File: src/rtl/insfetch_queue_pkg.sv
// Shared constants and immediate decoders for the instruction-fetch front end.
// RVC constants are only used when INSFETCH_RVC_EN is defined.
package insfetch_queue_pkg;

  localparam logic [6:0] ojal   = 7'b1101111;
  localparam logic [6:0] ojalr  = 7'b1100111;

  localparam logic [1:0] oc_q1  = 2'b01;
  localparam logic [1:0] oc_q2  = 2'b10;
  localparam logic [2:0] fc_j   = 3'b101;
  localparam logic [2:0] fc_jal = 3'b001;
  localparam logic [2:0] fc_jr  = 3'b100;

  typedef enum logic {
    ST_FETCH,
    ST_STUCK
  } fetch_state_t;

  typedef struct packed {
    logic [31:0] addr;
    logic [31:0] ins;
    logic        c;
  } q_entry_t;

  // J-type immediate, sign-extended, bit 0 = 0
  function automatic logic [31:0] j_imm(input logic [31:0] w);
    return {{12{w[31]}}, w[19:12], w[20], w[30:21], 1'b0};
  endfunction

  // CJ-type immediate of c.j / c.jal, sign-extended, bit 0 = 0
  function automatic logic [31:0] cj_imm(input logic [15:0] w);
    return {{21{w[12]}}, w[8], w[10:9], w[6], w[7], w[2], w[11], w[5:3], 1'b0};
  endfunction

endpackage

File: src/rtl/insfetch_queue_predecode.sv
// Combinational predecode: instruction length, jump/stall class and next PC.
// Optional macro: INSFETCH_RVC_EN (16-bit instructions and compressed jumps).
module insfetch_predecode
  import insfetch_queue_pkg::*;
(
  input  logic [31:0] word,
  input  logic [31:0] pc,
  output logic        len2,
  output logic        is_jump,
  output logic        is_stall,
  output logic [31:0] next_pc
);

`ifdef INSFETCH_RVC_EN
  // classify compressed words first, fall back to 32-bit decode
  always_comb begin
    len2     = (word[1:0] != 2'b11);
    is_jump  = 1'b0;
    is_stall = 1'b0;
    next_pc  = pc + 32'd4;
    if (len2) begin
      next_pc = pc + 32'd2;
      if (word[1:0] == oc_q1 && (word[15:13] == fc_j || word[15:13] == fc_jal)) begin
        is_jump = 1'b1;
        next_pc = pc + cj_imm(word[15:0]);
      end else if (word[1:0] == oc_q2 && word[15:13] == fc_jr &&
                   word[11:7] != 5'd0 && word[6:2] == 5'd0) begin
        is_stall = 1'b1;
        next_pc  = pc;
      end
    end else if (word[6:0] == ojal) begin
      is_jump = 1'b1;
      next_pc = pc + j_imm(word);
    end else if (word[6:0] == ojalr) begin
      is_stall = 1'b1;
      next_pc  = pc;
    end
  end
`else
  logic unused_rd_bits;
  assign unused_rd_bits = ^word[11:7];

  // 32-bit only: jal follows, jalr stalls, everything else steps by 4
  always_comb begin
    len2     = 1'b0;
    is_jump  = 1'b0;
    is_stall = 1'b0;
    next_pc  = pc + 32'd4;
    if (word[6:0] == ojal) begin
      is_jump = 1'b1;
      next_pc = pc + j_imm(word);
    end else if (word[6:0] == ojalr) begin
      is_stall = 1'b1;
      next_pc  = pc;
    end
  end
`endif

endmodule

File: src/rtl/insfetch_queue.sv
// Instruction fetch front end with a decoupling circular instruction queue.
// Optional macro: INSFETCH_RVC_EN (see insfetch_predecode).
module insfetch_queue
  import insfetch_queue_pkg::*;
#(
  parameter int unsigned QUEUE_DEPTH = 4,
  parameter logic [31:0] RST_PC      = 32'h0
) (
  input  logic        clk_in,
  input  logic        rst_in,
  input  logic        rdy_in,
  output logic [31:0] out_PC,
  output logic        ask_for,
  input  logic        give_you,
  input  logic [31:0] give_you_ins,
  output logic        is_ins,
  output logic [31:0] ins_addr,
  output logic [31:0] ins,
  output logic        ins_c,
  input  logic        rob_rs_slb_full,
  input  logic        rob_clear,
  input  logic [31:0] rob_new_pc,
  input  logic        cancel_stuck
);

  localparam int unsigned PTR_W = $clog2(QUEUE_DEPTH);
  localparam int unsigned CNT_W = PTR_W + 1;

  fetch_state_t     state, state_nx;
  logic [31:0]      pc;
  logic [PTR_W-1:0] rd_ptr, wr_ptr;
  logic [CNT_W-1:0] count;
  q_entry_t         mem [QUEUE_DEPTH];
  q_entry_t         head;

  logic        len2, is_jump, is_stall;
  logic [31:0] next_pc;
  logic        push, pop, normal;

  insfetch_predecode u_predecode (
    .word     (give_you_ins),
    .pc       (pc),
    .len2     (len2),
    .is_jump  (is_jump),
    .is_stall (is_stall),
    .next_pc  (next_pc)
  );

  assign ask_for = (state == ST_FETCH) && (count < CNT_W'(QUEUE_DEPTH));
  assign out_PC  = pc;
  assign is_ins  = (count != '0);
  assign head    = mem[rd_ptr];
  assign ins_addr = is_ins ? head.addr : '0;
  assign ins      = is_ins ? head.ins  : '0;
  assign ins_c    = is_ins & head.c;

  // flush and jalr-resume both take precedence over queue traffic
  assign normal = rdy_in && !rob_clear && !cancel_stuck;
  assign push   = normal && give_you && ask_for;
  assign pop    = normal && is_ins && !rob_rs_slb_full;

  // fetch state register
  always_ff @(posedge clk_in or posedge rst_in) begin
    if (rst_in) state <= ST_FETCH;
    else        state <= state_nx;
  end

  // stall on accepted jalr, resume on clear or cancel
  always_comb begin
    state_nx = state;
    if (rdy_in) begin
      if (rob_clear || cancel_stuck) state_nx = ST_FETCH;
      else if (push && is_stall)     state_nx = ST_STUCK;
    end
  end

  // PC, pointers and occupancy
  always_ff @(posedge clk_in or posedge rst_in) begin
    if (rst_in) begin
      pc     <= RST_PC;
      rd_ptr <= '0;
      wr_ptr <= '0;
      count  <= '0;
    end else if (rdy_in) begin
      if (rob_clear) begin
        pc     <= rob_new_pc;
        rd_ptr <= '0;
        wr_ptr <= '0;
        count  <= '0;
      end else if (cancel_stuck) begin
        pc <= rob_new_pc;
      end else begin
        if (push) begin
          pc     <= next_pc;
          wr_ptr <= wr_ptr + PTR_W'(1);
        end
        if (pop) rd_ptr <= rd_ptr + PTR_W'(1);
        if (push && !pop)      count <= count + CNT_W'(1);
        else if (pop && !push) count <= count - CNT_W'(1);
      end
    end
  end

  // queue storage; RVC entries are stored zero-extended
  always_ff @(posedge clk_in) begin
    if (push && !rst_in) begin
      mem[wr_ptr] <= '{addr: pc,
                       ins:  len2 ? {16'h0, give_you_ins[15:0]} : give_you_ins,
                       c:    len2};
    end
  end

endmodule

File: config.mk
export PLATFORM = sky130hd
export DESIGN_NAME = insfetch_queue
export DESIGN_NICKNAME = d
export VERILOG_FILES = /design/src/rtl/insfetch_queue_pkg.sv /design/src/rtl/insfetch_queue_predecode.sv /design/src/rtl/insfetch_queue.sv
export SDC_FILE = /design/constraint.sdc
export NUM_CORES = 1
export LEC_CHECK = 0
export BUFFER_PORTS_ARGS = -buffer_cell sky130_fd_sc_hd__buf_2
export CORE_UTILIZATION = 54
export DETAILED_ROUTE_END_ITERATION = 10
export PLACE_DENSITY = 0.81
export SLEW_MARGIN = 0
export SYNTH_ARGS = -nofsm -noshare
export SYNTH_HDL_FRONTEND = slang
export SYNTH_SLANG_ARGS = --single-unit
export TNS_END_PERCENT = 30
File: constraint.sdc
create_clock -name clk_in -period 6 [get_ports clk_in]
set_input_delay 1.2 -clock clk_in [delete_from_list [all_inputs] [get_ports clk_in]]
set_output_delay 1.2 -clock clk_in [all_outputs]
set_load 0.1 [all_outputs]
# Word-level counts from Yosys, hierarchy flattened
# Memories as Yosys holds them, arrays and structs flattened.
# Index checks and enable logic that the tools add are counted.
[word_totals]
ramBits = 256
in_bits = 71
out_inout_bits = 99
ff_bits = 40
memories = 1
[mem_list]
columns = ["name", "depth", "word_bits", "rd", "rd_clocked_by_memory_dff", "write_ports", "line_no", "source"]
rows = [
  ["mem", 4, 64, 1, 0, 1, "insfetch_queue.sv:33", "q_entry_t mem [QUEUE_DEPTH];"],
]
[op_classes]
n_mux = 23
reduce_logical = 29
n_bitwise = 2
n_addsub = 6
n_lt_le_gt_ge = 1
eq_ne = 4
[ops]
columns = ["operator", "count"]
rows = [
  ["$mux W32", 7],
  ["$add A32 B3 Y32 const B", 1],
  ["$add A32 B32 Y32", 1],
  ["$eq A7 B7 Y1 const B", 2],
  ["$mux W2", 6],
  ["$mux W3", 4],
  ["$reduce_and A3 Y1", 4],
  ["$logic_and A1 B1 Y1", 11],
  ["$reduce_bool A3 Y1", 3],
  ["$logic_not A1 Y1", 6],
  ["$mux W1", 6],
  ["$reduce_bool A2 Y1", 3],
  ["$add A2 B1 Y2 const B", 2],
  ["$ne A4 B3 Y1 const B", 1],
  ["$add A3 B1 Y3 const B", 1],
  ["$lt A3 B3 Y1 const B", 1],
  ["$sub A3 B1 Y3 const B", 1],
  ["$ne A2 B2 Y1 const B", 1],
  ["$reduce_and A2 Y1", 1],
  ["$and A1 B1 Y1 const B", 1],
  ["$logic_or A1 B1 Y1", 1],
  ["$not A1 Y1", 1],
]

# Depth between registers and ports, before layout
# Gate-level depths: netlist (run 1).
[logic_depth]
ltp_word = 11
depth_mapped = 11
ltp_nobuf = 11

# By module
# Synthesis (run 1) repeated with hierarchy kept, for this count alone.
[unflattened]
cells_unflattened = 1035
hier_area_um2 = 14665.3
[modules_own_cells]
columns = ["module", "seq_area_each_um2", "instances", "area_each_um2", "cells_per_inst"]
rows = [
  ["insfetch_queue", 8808.4, 1, 12132.9, 641],
  ["insfetch_predecode", 0.0, 1, 2532.4, 394],
]

# Worst setup path before layout (run 1)
# Ideal clock, no wire load.
[synth_path]
kind = "reg2reg"
start = "register count[2]"
end = "memory mem[0][0] in the netlist's numbering, enable pin"
arrival_time_ns = 3.850
period_less_slack_ns = 4.279
slack_ns = 1.721
t_required_ns = 5.571
path_stages_with_launch = 6
path_cell_list = "dfrtp_1 nor2_1 and2_1 nand3_1 nor2_1 and2_1"
[synth_via]
elab_chain_len = 6
[synth_rtl]
columns = ["item", "line_no", "source"]
rows = [
  ["start: declaration", "insfetch_queue.sv:32", "logic [CNT_W-1:0] count;"],
  ["start signal: assignment", "insfetch_queue.sv:98", "if (push && !pop) count <= count + CNT_W'(1);"],
  ["start signal: assignment", "insfetch_queue.sv:99", "else if (pop && !push) count <= count - CNT_W'(1);"],
  ["$lt A3 B3 Y1", "insfetch_queue.sv:49", "assign ask_for = (state == ST_FETCH) && (count < CNT_W'(QUEUE_DEPTH));"],
  ["$logic_and A1 B1 Y1", "insfetch_queue.sv:49", ""],
  ["named net ask_for", "insfetch_queue.sv:13", "output logic ask_for,"],
  ["$logic_and A1 B1 Y1", "insfetch_queue.sv:59", "assign push = normal && give_you && ask_for;"],
  ["$logic_and A1 B1 Y1", "insfetch_queue.sv:106", "if (push && !rst_in) begin"],
  ["$mux W1", "insfetch_queue.sv:106", ""],
  ["$mux W1", "insfetch_queue.sv:108", "ins: len2 ? {16'h0, give_you_ins[15:0]} : give_you_ins,"],
  ["end: declaration", "insfetch_queue.sv:33", ""],
]
# The timed path passes the listed nets, and every way through them passes these cells.

# Final worst setup path (run 1)
[layout_path]
start = "register rd_ptr[1]"
end = "output ins[31]"
[layout_via]
elab_chain_len = 2
[layout_rtl]
columns = ["item", "line_no", "source"]
rows = [
  ["start: declaration", "insfetch_queue.sv:31", "logic [PTR_W-1:0] rd_ptr, wr_ptr;"],
  ["start signal: assignment", "insfetch_queue.sv:97", "if (pop) rd_ptr <= rd_ptr + PTR_W'(1);"],
  ["$mem_v2 Z4 W64", "--", ""],
  ["$mux W32", "insfetch_queue.sv:54", "assign ins = is_ins ? head.ins : '0;"],
  ["end: declaration", "insfetch_queue.sv:18", "output logic [31:0] ins,"],
]
# No other way between the ends.

==> flow_metrics.py, run 1 <==
metrics = {
    "critical_path": {
        "critPathBufInv": 2,
        "crit_arrival_ns": 3.08,
        "crit_family": "buffers and inverters",
        "rr_startpoint": "out_PC[10]",
        "timing.critical_path.to_type": "output port",
        "largest_incremental_delay_on_the_critical_path_ns": 0.89,
        "r2r_slack_ns": 2.73,
        "cpMaxStageDelayCell": "sky130_fd_sc_hd__dfrtp_2",
        "crit_fanout": 36,
        "start_kind": "flop",
        "worstSetupPathType": "flop to output port",
        "rr_worst_depth": 9,
        "timing.critical_path.cells": "buf_4 -> mux4_2 -> nor2b_1 -> buf_2",
        "rr_endpoint": "out_PC[25]",
        "critPathRequiredTime_ns": 4.80,
    },
    "cells_and_area": {
        "syn_to_final_growth_pct": 14.7,
        "top_library_cells_by_usage_in_the_layout_fill_and_taps_aside": "sky130_fd_sc_hd__edfxtp_1, sky130_fd_sc_hd__buf_2, sky130_fd_sc_hd__nand2_1",
        "commonest_non_fill_non_tap_cell_in_the_layout": "sky130_fd_sc_hd__edfxtp_1",
        "multiInputGateArea_sq_um": 5080,
        "fillers": 1877,
        "instances_no_fill": 1516,
        "seqCellArea_sq_um": 8690,
        "finish.net_count": 1270,
        "drive_gt1_share_pct": 25.1,
    },
    "synthesis": {
        "ys_types": 67,
        "postSynth.asyncResetShare_pct": 13.5,
        "netlist.top_cell.by_area": "sky130_fd_sc_hd__edfxtp_1",
        "post_synth_main_area_contributors": "sky130_fd_sc_hd__edfxtp_1, sky130_fd_sc_hd__mux4_2, sky130_fd_sc_hd__dfrtp_1, sky130_fd_sc_hd__ha_1, sky130_fd_sc_hd__nor2b_1",
        "synth_edf_count": 256,
        "postSynthRegisterBits": 296,
        "synth_top_area_share_pct": 54.7,
        "synth_top_flop_cell": "sky130_fd_sc_hd__edfxtp_1",
        "syn_area_per_cell_sq_um": 14.0,
        "yosysWarnings": 0,
        "post_synth_instance_area_sq_um": 14100,
        "postSynthNetCount": 1111,
        "syn-instance-count": 1003,
        "synth_seq_area_share_pct": 61.8,
    },
    "placed_design": {
        "placement.io_buffers": 168,
        "hpwl_after_detailed_placement_um": 22700,
        "placed_cells_incl_taps": 1460,
        "gp_routability_congestion": 0.964,
    },
    "timing": {
        "setup_repair_after_global_routing_missed_its_margin": "false",
        "max_slew.worst_pin.slew_ns": 1.12,
        "hold_viol_final": 0,
        "final.period_utilization_pct": 71.3,
        "timing_max_transition_violations_final": 0,
        "timing.final.crit_period_ns": 4.28,
        "totalNegativeSetupSlack_ns": 0,
        "skew_ns": 0.0167,
        "slew_headroom_pct": 25.4,
        "setup-violations-final": 0,
        "max_freq_ghz": 0.234,
    },
    "clock_network": {
        "cts.repair_timing.setup_buffer_count": 0,
        "cts_max_level": 1,
        "clkSlewWorstSetupHoldPaths_ns": 0.06,
        "cts_inserted_buffers": 30,
        "clkSinkCount": 296,
        "cts_root_buffer": "sky130_fd_sc_hd__clkbuf_16",
        "worstSkewPairLatency_ns": 0.54,
        "cts_hold_buffers": 0,
        "cts_resized": 0,
        "clockBufferDepth": 3,
        "tritoncts": "done",
    },
    "die": {
        "placeable_core_area_sq_um": 25300,
        "floorplan.die.height_um": 163,
        "floorplan.die_area_sq_um": 26700,
        "die_x_um": 163,
        "floorplan.initialDensity_pct": 55.5,
        "num_io_pins": 170,
        "num_rows": 58,
    },
    "detailed_routing": {
        "drcViolationCount": 0,
        "detailed_route_wl_um": 34100,
        "vias_per_cell": 6.18,
        "detailedRoute.firstPassIterationCount": 6,
        "route.vias.total": 9376,
        "dr.first_iter.drc_count": 833,
        "detail-route-antenna-nets": 0,
        "wl_per_cell_um": 22.5,
    },
    "status": {
        "run_status": "finished clean",
    },
    "pwr": {
        "power-per-cell-area_nw_per_um2": 488,
        "p_leak_nw": 5.83,
        "ir_worst_vdd_uv": 453,
        "power_mw": 7.86,
    },
    "global_routing": {
        "grt_pass1_wl_um": 51200,
        "globalRouteOverflowTotal": 0,
        "grt_pass1_vias": 9037,
        "pin_count_of_the_biggest_net_entering_global_routing": 68,
        "grt_util_all_layers_pct": 25.6,
        "initial_antenna_violation_count": 1,
    },
    "hold_path": {
        "worstHoldStart": "count[1]",
        "whs_path_depth": 2,
        "hold_path_class": "flop to flop",
        "whs_endpoint": "count[1]",
    },
    "job": {
        "number_of_max_cap_violations": 0,
    },
}
==> worst register-to-register path, stage by stage (launching register included) <==
cell and delay, ns:
sky130_fd_sc_hd__dfrtp_1 0.65, sky130_fd_sc_hd__ha_1 0.38, sky130_fd_sc_hd__a21oi_1 0.31, sky130_fd_sc_hd__o221ai_1 0.19, sky130_fd_sc_hd__a31oi_1 0.30, sky130_fd_sc_hd__o211ai_2 0.18, sky130_fd_sc_hd__o41a_1 0.49, sky130_fd_sc_hd__a31oi_2 0.23
sky130_fd_sc_hd__xnor2_1 0.10, sky130_fd_sc_hd__a221o_1 0.34
==> per-stage QoR <==
step | setup slack [ns] | instance area [sq um] | hold slack, ns | utilization [%]
floorplan | 1.72 | 14100 | 0.472 | -
global placement | 1.99 | 15200 | 0.512 | 60.1
detailed placement | 1.91 | 15200 | 0.538 | 60.1
CTS | 1.67 | 16100 | 0.551 | 63.6
global route | 1.58 | 16100 | 0.573 | 63.6
finish | 1.72 | 16100 | 0.550 | 63.6
==> layer usage <==
metal | track usage (%) | vias up | part of all wire [%]
met1 | 36.9 | 4613 | 41
met5 | 0 | - | 0
met3 | 3.35 | 66 | 8.7
met2 | 40.6 | 473 | 47
met4 | 8.28 | 0 | 2.9
li1 | - | 4224 | -
==> kinds of logic after synthesis <==
group                      synth area share, %
AOI/OAI and AO/OA                         9.62
muxes                                     10.6
buffers and inverters                     2.10
xor gates and xnor gates                  2.24
other                                   0.0267
adders and majority gates                 3.40
DFF                                       61.8
and+or+nand+nor                           10.2
==> synthesized netlist by cell type (all sizes together) (3+ instances only) <==
library cell  count
xor2             11
mux2i             4
a22oi             3
nor3b             3
and3             10
buf              11
a21oi            50
and2              8
dfrtp            40
nor2b            67
a21boi            3
or3               7
o21ai            55
edfxtp          256
clkbuf           43
a31oi            14
o21bai            6
mux4             64
nor4              4
nand3            20
xnor2            25
a221oi            4
o211ai            6
o22ai             5
nand4            11
inv              23
nor3             18
ha               35
o21a              7
nand2            70
o221ai            6
and4              6
a211oi           12
nor2             45
a21o             18
==> power by group <==
| part | switching (mW) | internal (mW) |
|---|---|---|
| clock | 0.719 | 0.973 |
| sequential | 0.192 | 2.34 |
| combinational | 2.92 | 0.716 |
==> sequential cells by signal (all words and copies together) (netlist names) <==
| name | flops |
|---|---|
| out_PC | 32 |
| count | 3 |
| rd_ptr | 2 |
| state | 1 |
| mem | 256 |
| wr_ptr | 2 |
==> area by class of cell <==
cell class	count	share of cell area (%)
antenna	1	0.0155
clock buffer	47	5.31
clock inverter	8	0.256
inverter	23	0.536
multi-input combinational	630	31.5
sequential	296	53.9
tap	330	2.56
timing repair buffer	181	5.82
==> how the worst max path moves through the flow <==
stage	startpoint	endpoint	slack, ns	cells after the start
after floorplan	count[2]	mem[0][0]	1.72	5
after global placement	give_you_ins[2]	out_PC[2]	1.99	8
after detailed placement	give_you_ins[2]	out_PC[2]	1.91	8
after CTS	rd_ptr[0]	ins_addr[5]	1.67	4
after global routing	rd_ptr[0]	ins_addr[4]	1.58	4
final	rd_ptr[1]	ins[31]	1.72	4
(Power assumes the default switching activity.)
==> inputs of run 2 (changes only) <==
ABC_AREA = 1   (was not set)
CORE_UTILIZATION = 53   (was 54)
PLACE_DENSITY = 0.82   (was 0.81)
clock period = 3.82 ns   (was 6 ns; I/O delays follow)
==> run 2 against run 1 <==
Net effect:
- via count is 37% higher
- highest routed layer unchanged
- critical endpoint is now ins_addr[14]
- flip-flop and latch count stayed put
- worst hold slack worse by 0.16 ns
- sequential power is 53% higher
- first-iteration DRC count is 51% higher
- setup slack worse by 1.3 ns
==> flow_metrics.py, run 2 <==
metrics = {
    "status": {
        "run_status": "finished clean",
    },
    "timing": {
        "max_slew.worst_pin.slew_ns": 0.889,
        "final.period_utilization_pct": 88.7,
        "setup_repair_after_global_routing_missed_its_margin": "false",
        "final.setup.worst_slack_ns": 0.433,
        "timing_max_transition_violations_final": 0,
        "totalNegativeSetupSlack_ns": 0,
        "skew_ns": 0.0140,
        "hold_viol_final": 0,
        "setup-violations-final": 0,
        "timing.final.crit_period_ns": 3.39,
        "slew_headroom_pct": 40.7,
        "max_freq_ghz": 0.295,
    },
    "detailed_routing": {
        "wl_per_cell_um": 19.4,
        "detailedRoute.firstPassIterationCount": 5,
        "route.vias.total": 12800,
        "drcViolationCount": 0,
        "vias_per_cell": 5.64,
        "detailed_route_wl_um": 44100,
        "detail-route-antenna-nets": 0,
        "dr.first_iter.drc_count": 1260,
    },
    "die": {
        "placeable_core_area_sq_um": 28000,
        "num_io_pins": 170,
        "die_x_um": 171,
        "floorplan.initialDensity_pct": 54.3,
        "floorplan.die_area_sq_um": 29400,
        "floorplan.die.height_um": 171,
        "num_rows": 61,
    },
    "global_routing": {
        "globalRouteOverflowTotal": 0,
        "grt_pass1_vias": 12100,
        "grt_util_all_layers_pct": 30.0,
        "grt_pass1_wl_um": 66300,
        "pin_count_of_the_biggest_net_entering_global_routing": 89,
        "initial_antenna_violation_count": 1,
    },
    "placed_design": {
        "placement.io_buffers": 168,
        "pre_cts_ws_ns": 0.924,
        "hpwl_after_detailed_placement_um": 30100,
        "gp_routability_congestion": 0.941,
    },
    "pwr": {
        "netSwitchingFraction_pct": 44.4,
        "power-per-cell-area_nw_per_um2": 671,
        "ir_worst_vdd_uv": 446,
        "internal-power_mw": 6.89,
        "sequentialPowerShare_pct": 31.3,
        "power_mw": 12.4,
        "p_leak_nw": 7.49,
        "power_frac_comb_pct": 44.9,
        "p_clk_share_pct": 23.8,
        "power_switching_mw": 5.50,
    },
    "cells_and_area": {
        "fillers": 2122,
        "commonest_non_fill_non_tap_cell_in_the_layout": "sky130_fd_sc_hd__nor2_1",
        "finalCoreUtilization_pct": 65.9,
        "largest-register": "mem",
        "finish.net_count": 1977,
        "top_library_cells_by_usage_in_the_layout_fill_and_taps_aside": "sky130_fd_sc_hd__nor2_1, sky130_fd_sc_hd__nand2_1, sky130_fd_sc_hd__edfxtp_1",
        "syn_to_final_growth_pct": 21.5,
        "largest_register_ffs": 256,
        "drive_gt1_share_pct": 14.7,
    },
    "clock_network": {
        "clkSlewWorstSetupHoldPaths_ns": 0.07,
        "cts_resized": 0,
        "cts.repair_timing.setup_buffer_count": 0,
        "clockBufferDepth": 3,
        "cts_root_buffer": "sky130_fd_sc_hd__clkbuf_16",
        "tritoncts": "done",
        "worstSkewPairLatency_ns": 0.58,
        "clkSinkCount": 296,
        "cts_inserted_buffers": 30,
        "cts_hold_buffers": 0,
        "cts_max_level": 1,
    },
    "critical_path": {
        "timing.critical_path.to_type": "output port",
        "crit_family": "flip-flops",
        "rr_worst_depth": 16,
        "worstSetupPathType": "flop to output port",
        "rr_endpoint": "out_PC[23]",
        "crit_arrival_ns": 2.62,
        "crit_fanout": 33,
        "start_kind": "flop",
        "cpMaxStageDelayCell": "sky130_fd_sc_hd__dfrtp_4",
        "critPathBufInv": 2,
        "critPathRequiredTime_ns": 3.06,
        "largest_incremental_delay_on_the_critical_path_ns": 0.70,
        "rr_startpoint": "out_PC[2]",
        "r2r_slack_ns": 1.21,
        "cp_common_cell": "sky130_fd_sc_hd__nor2_1",
        "timing.critical_path.cells": "buf_4 -> nor2_1 -> nor2_1 -> o21ai_0 -> a21oi_1 -> buf_12",
    },
    "synthesis": {
        "synth_top_flop_cell": "sky130_fd_sc_hd__edfxtp_1",
        "ys_types": 46,
        "yosysWarnings": 0,
        "postSynthNetCount": 1823,
        "post_synth_instance_area_sq_um": 15200,
        "postSynth.asyncResetShare_pct": 13.5,
        "synth_seq_area_share_pct": 57.2,
        "postSynthRegisterBits": 296,
        "netlist.top_cell.by_area": "sky130_fd_sc_hd__edfxtp_1",
        "post_synth_main_area_contributors": "sky130_fd_sc_hd__edfxtp_1, sky130_fd_sc_hd__nor2_1, sky130_fd_sc_hd__nand2_1, sky130_fd_sc_hd__dfrtp_1, sky130_fd_sc_hd__o21ai_0",
        "synth_edf_count": 256,
        "synth_top_area_share_pct": 50.6,
        "syn-instance-count": 1715,
        "synth_common_cells": "sky130_fd_sc_hd__nor2_1, sky130_fd_sc_hd__nand2_1, sky130_fd_sc_hd__edfxtp_1",
        "yosysMostFrequentCell": "sky130_fd_sc_hd__nor2_1",
        "syn_area_per_cell_sq_um": 8.86,
    },
    "job": {
        "number_of_max_cap_violations": 0,
    },
    "hold_path": {
        "hold_path_class": "input pin to asynchronous set/reset pin",
    },
}
-- run 2: cell count changes in the layout (fill, tap and decap cells not counted), moves of 17 or more --
| cell | previous run | this run |
|---|---|---|
| sky130_fd_sc_hd__a21o_1 | 18 | 1 |
| sky130_fd_sc_hd__buf_12 | 0 | 72 |
| sky130_fd_sc_hd__nand2_1 | 70 | 352 |
| sky130_fd_sc_hd__inv_1 | 23 | 140 |
| sky130_fd_sc_hd__a21oi_1 | 50 | 128 |
| sky130_fd_sc_hd__nor2_1 | 45 | 371 |
| sky130_fd_sc_hd__nand3_1 | 20 | 58 |
| sky130_fd_sc_hd__nor2b_1 | 67 | 0 |
| sky130_fd_sc_hd__xnor2_1 | 25 | 4 |
| sky130_fd_sc_hd__mux4_2 | 64 | 0 |
| sky130_fd_sc_hd__o21ai_0 | 54 | 156 |
| sky130_fd_sc_hd__buf_2 | 168 | 104 |
-- run 2: power by group through the flow --
| stage | Combinational, mW | Clock [mW] | Sequential (mW) |
|---|---|---|---|
| after floorplan | 3.36 | 0 | 4.19 |
| after global placement | 5.47 | 0 | 3.93 |
| after detailed placement | 5.53 | 0 | 3.94 |
| after CTS | 5.55 | 2.96 | 3.87 |
| after global routing | 5.81 | 3.09 | 3.89 |
| final | 5.56 | 2.95 | 3.88 |
-- run 2: cells by family after synthesis --
kind of cell / after synthesis / synth area share (%)
flip-flops: 296 / 57.2
other: 1 / 0.0247
XOR/XNOR: 21 / 1.21
adder cells (fa/ha/maj): 37 / 3.14
AND/OR/NAND/NOR: 836 / 22.2
AO/OA/AOI/OAI: 311 / 10.6
buffers and inverters: 213 / 5.65
-- run 2: worst register-to-register path: stages, from the launching register on --
cell                      delay (ns)
sky130_fd_sc_hd__dfrtp_1        0.60
sky130_fd_sc_hd__inv_1          0.23
sky130_fd_sc_hd__fa_1           0.50
sky130_fd_sc_hd__inv_1          0.10
sky130_fd_sc_hd__nand3_1        0.07
sky130_fd_sc_hd__nand3_1        0.18
sky130_fd_sc_hd__nand2_1        0.11
sky130_fd_sc_hd__nand2_1        0.09
sky130_fd_sc_hd__nand2_1        0.07
sky130_fd_sc_hd__nand2_1        0.14
sky130_fd_sc_hd__nand2_1        0.09
sky130_fd_sc_hd__nand2_1        0.06
sky130_fd_sc_hd__nand2_1        0.05
sky130_fd_sc_hd__nand3_1        0.07
sky130_fd_sc_hd__nand2_1        0.05
sky130_fd_sc_hd__nand2_1        0.05
sky130_fd_sc_hd__nand2_1        0.04
-- run 2: worst max path at each step --
stage | depth (start not counted) | to | from
CTS | 6 | ins_addr[14] | rd_ptr[0]
detailed placement | 8 | mem[3][47] | cancel_stuck
global route | 6 | ins_addr[10] | rd_ptr[0]
finish | 6 | ins_addr[14] | rd_ptr[0]
floorplan | 3 | mem[0][0] | rst_in
global placement | 8 | mem[3][2] | cancel_stuck
-- run 2: per-stage QoR --
step	cell area (sq um)	hold WS [ns]	instances
global route	18500	0.415	2272
finish	18500	0.386	2272
floorplan	15200	0.480	1715
detailed placement	17500	0.507	2215
CTS	18500	0.386	2271
global placement	17500	0.509	2215
-- run 2: layer usage --
| layer | share of wire [%] | wire, um | GRT usage, % |
|---|---|---|---|
| met1 | 41 | 18100 | 40.3 |
| met2 | 48 | 21300 | 50.2 |
| met3 | 8.1 | 3550 | 4.67 |
| met4 | 2.5 | 1090 | 9.20 |
| met5 | 0 | 0 | 0 |
-- run 2: final cells by class --
type,count,area [sq um],area share (%)
diodes,1,2.50,0.0136
clock buffers,41,832,4.51
clock inverters,15,156,0.847
inverters,146,551,2.98
multi-input cells,1206,5690,30.8
flip-flops and latches,296,8690,47.1
well taps,378,473,2.56
repair buffers,189,2060,11.2
==> inputs of run 3 (changes only) <==
MAX_ROUTING_LAYER = met4   (was not set)
==> run 3 against run 2 <==
Net effect:
- combinational power up 1%
- flip-flop and latch count stayed put
- global-route usage up 1.1 points
- fmax down 1.2%
- wire length shrank 0.21%
- sequential power about the same
- first-iteration DRC count decreased by 8.3%
- critical endpoint is now ins[2]
- highest routed layer unchanged
==> flow_metrics.py, run 3 (synthesis results as in run 2) <==
metrics = {
    "detailed_routing": {
        "detailed_route_wl_um": 44000,
        "wl_per_cell_um": 19.3,
        "detailedRoute.firstPassIterationCount": 5,
        "dr.first_iter.drc_count": 1155,
        "drcViolationCount": 0,
        "vias_per_cell": 5.64,
        "detail-route-antenna-nets": 0,
        "route.vias.total": 12800,
    },
    "global_routing": {
        "grt_pass1_vias": 12400,
        "pin_count_of_the_biggest_net_entering_global_routing": 79,
        "globalRouteOverflowTotal": 0,
        "grt_pass1_wl_um": 66800,
        "grt_util_all_layers_pct": 31.1,
        "initial_antenna_violation_count": 0,
    },
    "die": {
        "num_rows": 61,
        "num_io_pins": 170,
        "die_x_um": 171,
        "floorplan.initialDensity_pct": 54.3,
        "floorplan.die_area_sq_um": 29400,
        "placeable_core_area_sq_um": 28000,
        "floorplan.die.height_um": 171,
    },
    "hold_path": {
        "worstHoldStart": "rob_new_pc[8]",
        "hold_path_class": "input pin to flop",
    },
    "clock_network": {
        "clockBufferDepth": 3,
        "clkSinkCount": 296,
        "cts.repair_timing.setup_buffer_count": 0,
        "worstSkewPairLatency_ns": 0.57,
        "cts_root_buffer": "sky130_fd_sc_hd__clkbuf_16",
        "cts_inserted_buffers": 30,
        "cts_max_level": 1,
        "tritoncts": "done",
        "cts_hold_buffers": 0,
        "clkSlewWorstSetupHoldPaths_ns": 0.07,
        "cts_resized": 0,
    },
    "timing": {
        "final.period_utilization_pct": 89.7,
        "setup-violations-final": 0,
        "timing.final.crit_period_ns": 3.43,
        "slew_headroom_pct": 35.4,
        "setup_repair_after_global_routing_missed_its_margin": "false",
        "timing_max_transition_violations_final": 0,
        "totalNegativeSetupSlack_ns": 0,
        "final.setup.worst_slack_ns": 0.393,
        "max_slew.worst_pin.slew_ns": 0.964,
        "max_freq_ghz": 0.292,
        "skew_ns": 0.0160,
        "hold_viol_final": 0,
    },
    "cells_and_area": {
        "antenna_cells_inserted": 0,
        "largest_register_ffs": 256,
        "syn_to_final_growth_pct": 21.5,
        "commonest_non_fill_non_tap_cell_in_the_layout": "sky130_fd_sc_hd__nor2_1",
        "finish.net_count": 1982,
        "top_library_cells_by_usage_in_the_layout_fill_and_taps_aside": "sky130_fd_sc_hd__nor2_1, sky130_fd_sc_hd__nand2_1, sky130_fd_sc_hd__edfxtp_1",
        "drive_gt1_share_pct": 14.7,
        "finalCoreUtilization_pct": 65.9,
        "layout_cell_area_excl_fill_sq_um": 18500,
        "largest-register": "mem",
    },
    "job": {
        "number_of_max_cap_violations": 0,
    },
    "placed_design": {
        "placement.io_buffers": 168,
        "gp_routability_congestion": 0.937,
        "pre_cts_ws_ns": 0.821,
        "hpwl_after_detailed_placement_um": 30100,
        "placedInstanceArea_sq_um": 17500,
    },
    "critical_path": {
        "cp_common_cell": "sky130_fd_sc_hd__nor2_1",
        "timing.critical_path.cells": "buf_4 -> nor2_1 -> nor2_1 -> o21ai_0 -> a21oi_1 -> buf_12",
        "rr_startpoint": "out_PC[2]",
        "source_of_the_critical_timing_path": "rd_ptr[0]",
        "critPathRequiredTime_ns": 3.06,
        "largest_incremental_delay_on_the_critical_path_ns": 0.71,
        "crit_fanout": 39,
        "start_kind": "flop",
        "crit_arrival_ns": 2.66,
        "cpMaxStageDelayCell": "sky130_fd_sc_hd__dfrtp_4",
        "worstSetupPathType": "flop to output port",
        "timing.critical_path.to_type": "output port",
    },
    "status": {
        "run_status": "finished clean",
    },
    "pwr": {
        "ir_worst_vdd_uv": 411,
        "power_mw": 12.3,
        "power-per-cell-area_nw_per_um2": 665,
        "p_leak_nw": 7.49,
    },
}
==> run 3: cell count changes in the layout (fill, tap and decap cells not counted), moves of 2 or more <==
| cell | delta |
|---|---|
| sky130_fd_sc_hd__inv_6 | -2 |
| sky130_fd_sc_hd__clkinv_2 | +2 |
| sky130_fd_sc_hd__clkbuf_8 | -4 |
| sky130_fd_sc_hd__clkinv_1 | +6 |
| sky130_fd_sc_hd__buf_12 | +2 |
| sky130_fd_sc_hd__buf_4 | +3 |
| sky130_fd_sc_hd__clkbuf_1 | -2 |
==> run 3: worst paths after layout <==
path,end,slack (ns),depth (start not counted)
max,ins[2],0.39,6
min in group asynchronous,state,0.42,3
max reg2reg,out_PC[23],1.22,16
min reg2reg,state,0.53,2
max in group asynchronous,rd_ptr[0],2.95,3
min,out_PC[8],0.41,3
==> run 3: per-layer routing <==
layer  global-route usage, %  wire [um]  vias to the layer above
met5                       -          0                        -
met4                    9.78       1250                        0
met3                    3.82       3230                       80
met2                    51.2      21400                      549
met1                    40.2      18000                     6182
li1                        -          -                     6031
==> run 3: critical path: cells and delay by family, from the launching register on <==
kind / cells / cell delay (ns)
DFF: 1 / 0.71
buffers and inverters: 2 / 0.68
AOI/OAI and AO/OA: 2 / 0.44
and+or+nand+nor: 2 / 0.23
==> run 3: power by group <==
| group | switching (mW) | internal (mW) |
|---|---|---|
| sequential | 0.239 | 3.64 |
| clock | 1.23 | 1.52 |
| combinational | 4.00 | 1.64 |
==> run 3: final cells by class <==
cell class | count | area [sq um]
inverters | 146 | 551
well taps | 378 | 473
clock inverters | 21 | 160
flip-flops and latches | 296 | 8690
repair buffers | 194 | 2120
clock buffers | 35 | 769
multi-input cells | 1206 | 5690
fillers | 2175 | 9550
==> run 3: metrics by stage <==
| stage | hold WS, ns | std cells |
|---|---|---|
| global placement | 0.508 | 2220 |
| detailed placement | 0.520 | 2220 |
| CTS | 0.401 | 2276 |
| global route | 0.410 | 2276 |
| floorplan | 0.480 | 1715 |
| finish | 0.411 | 2276 |
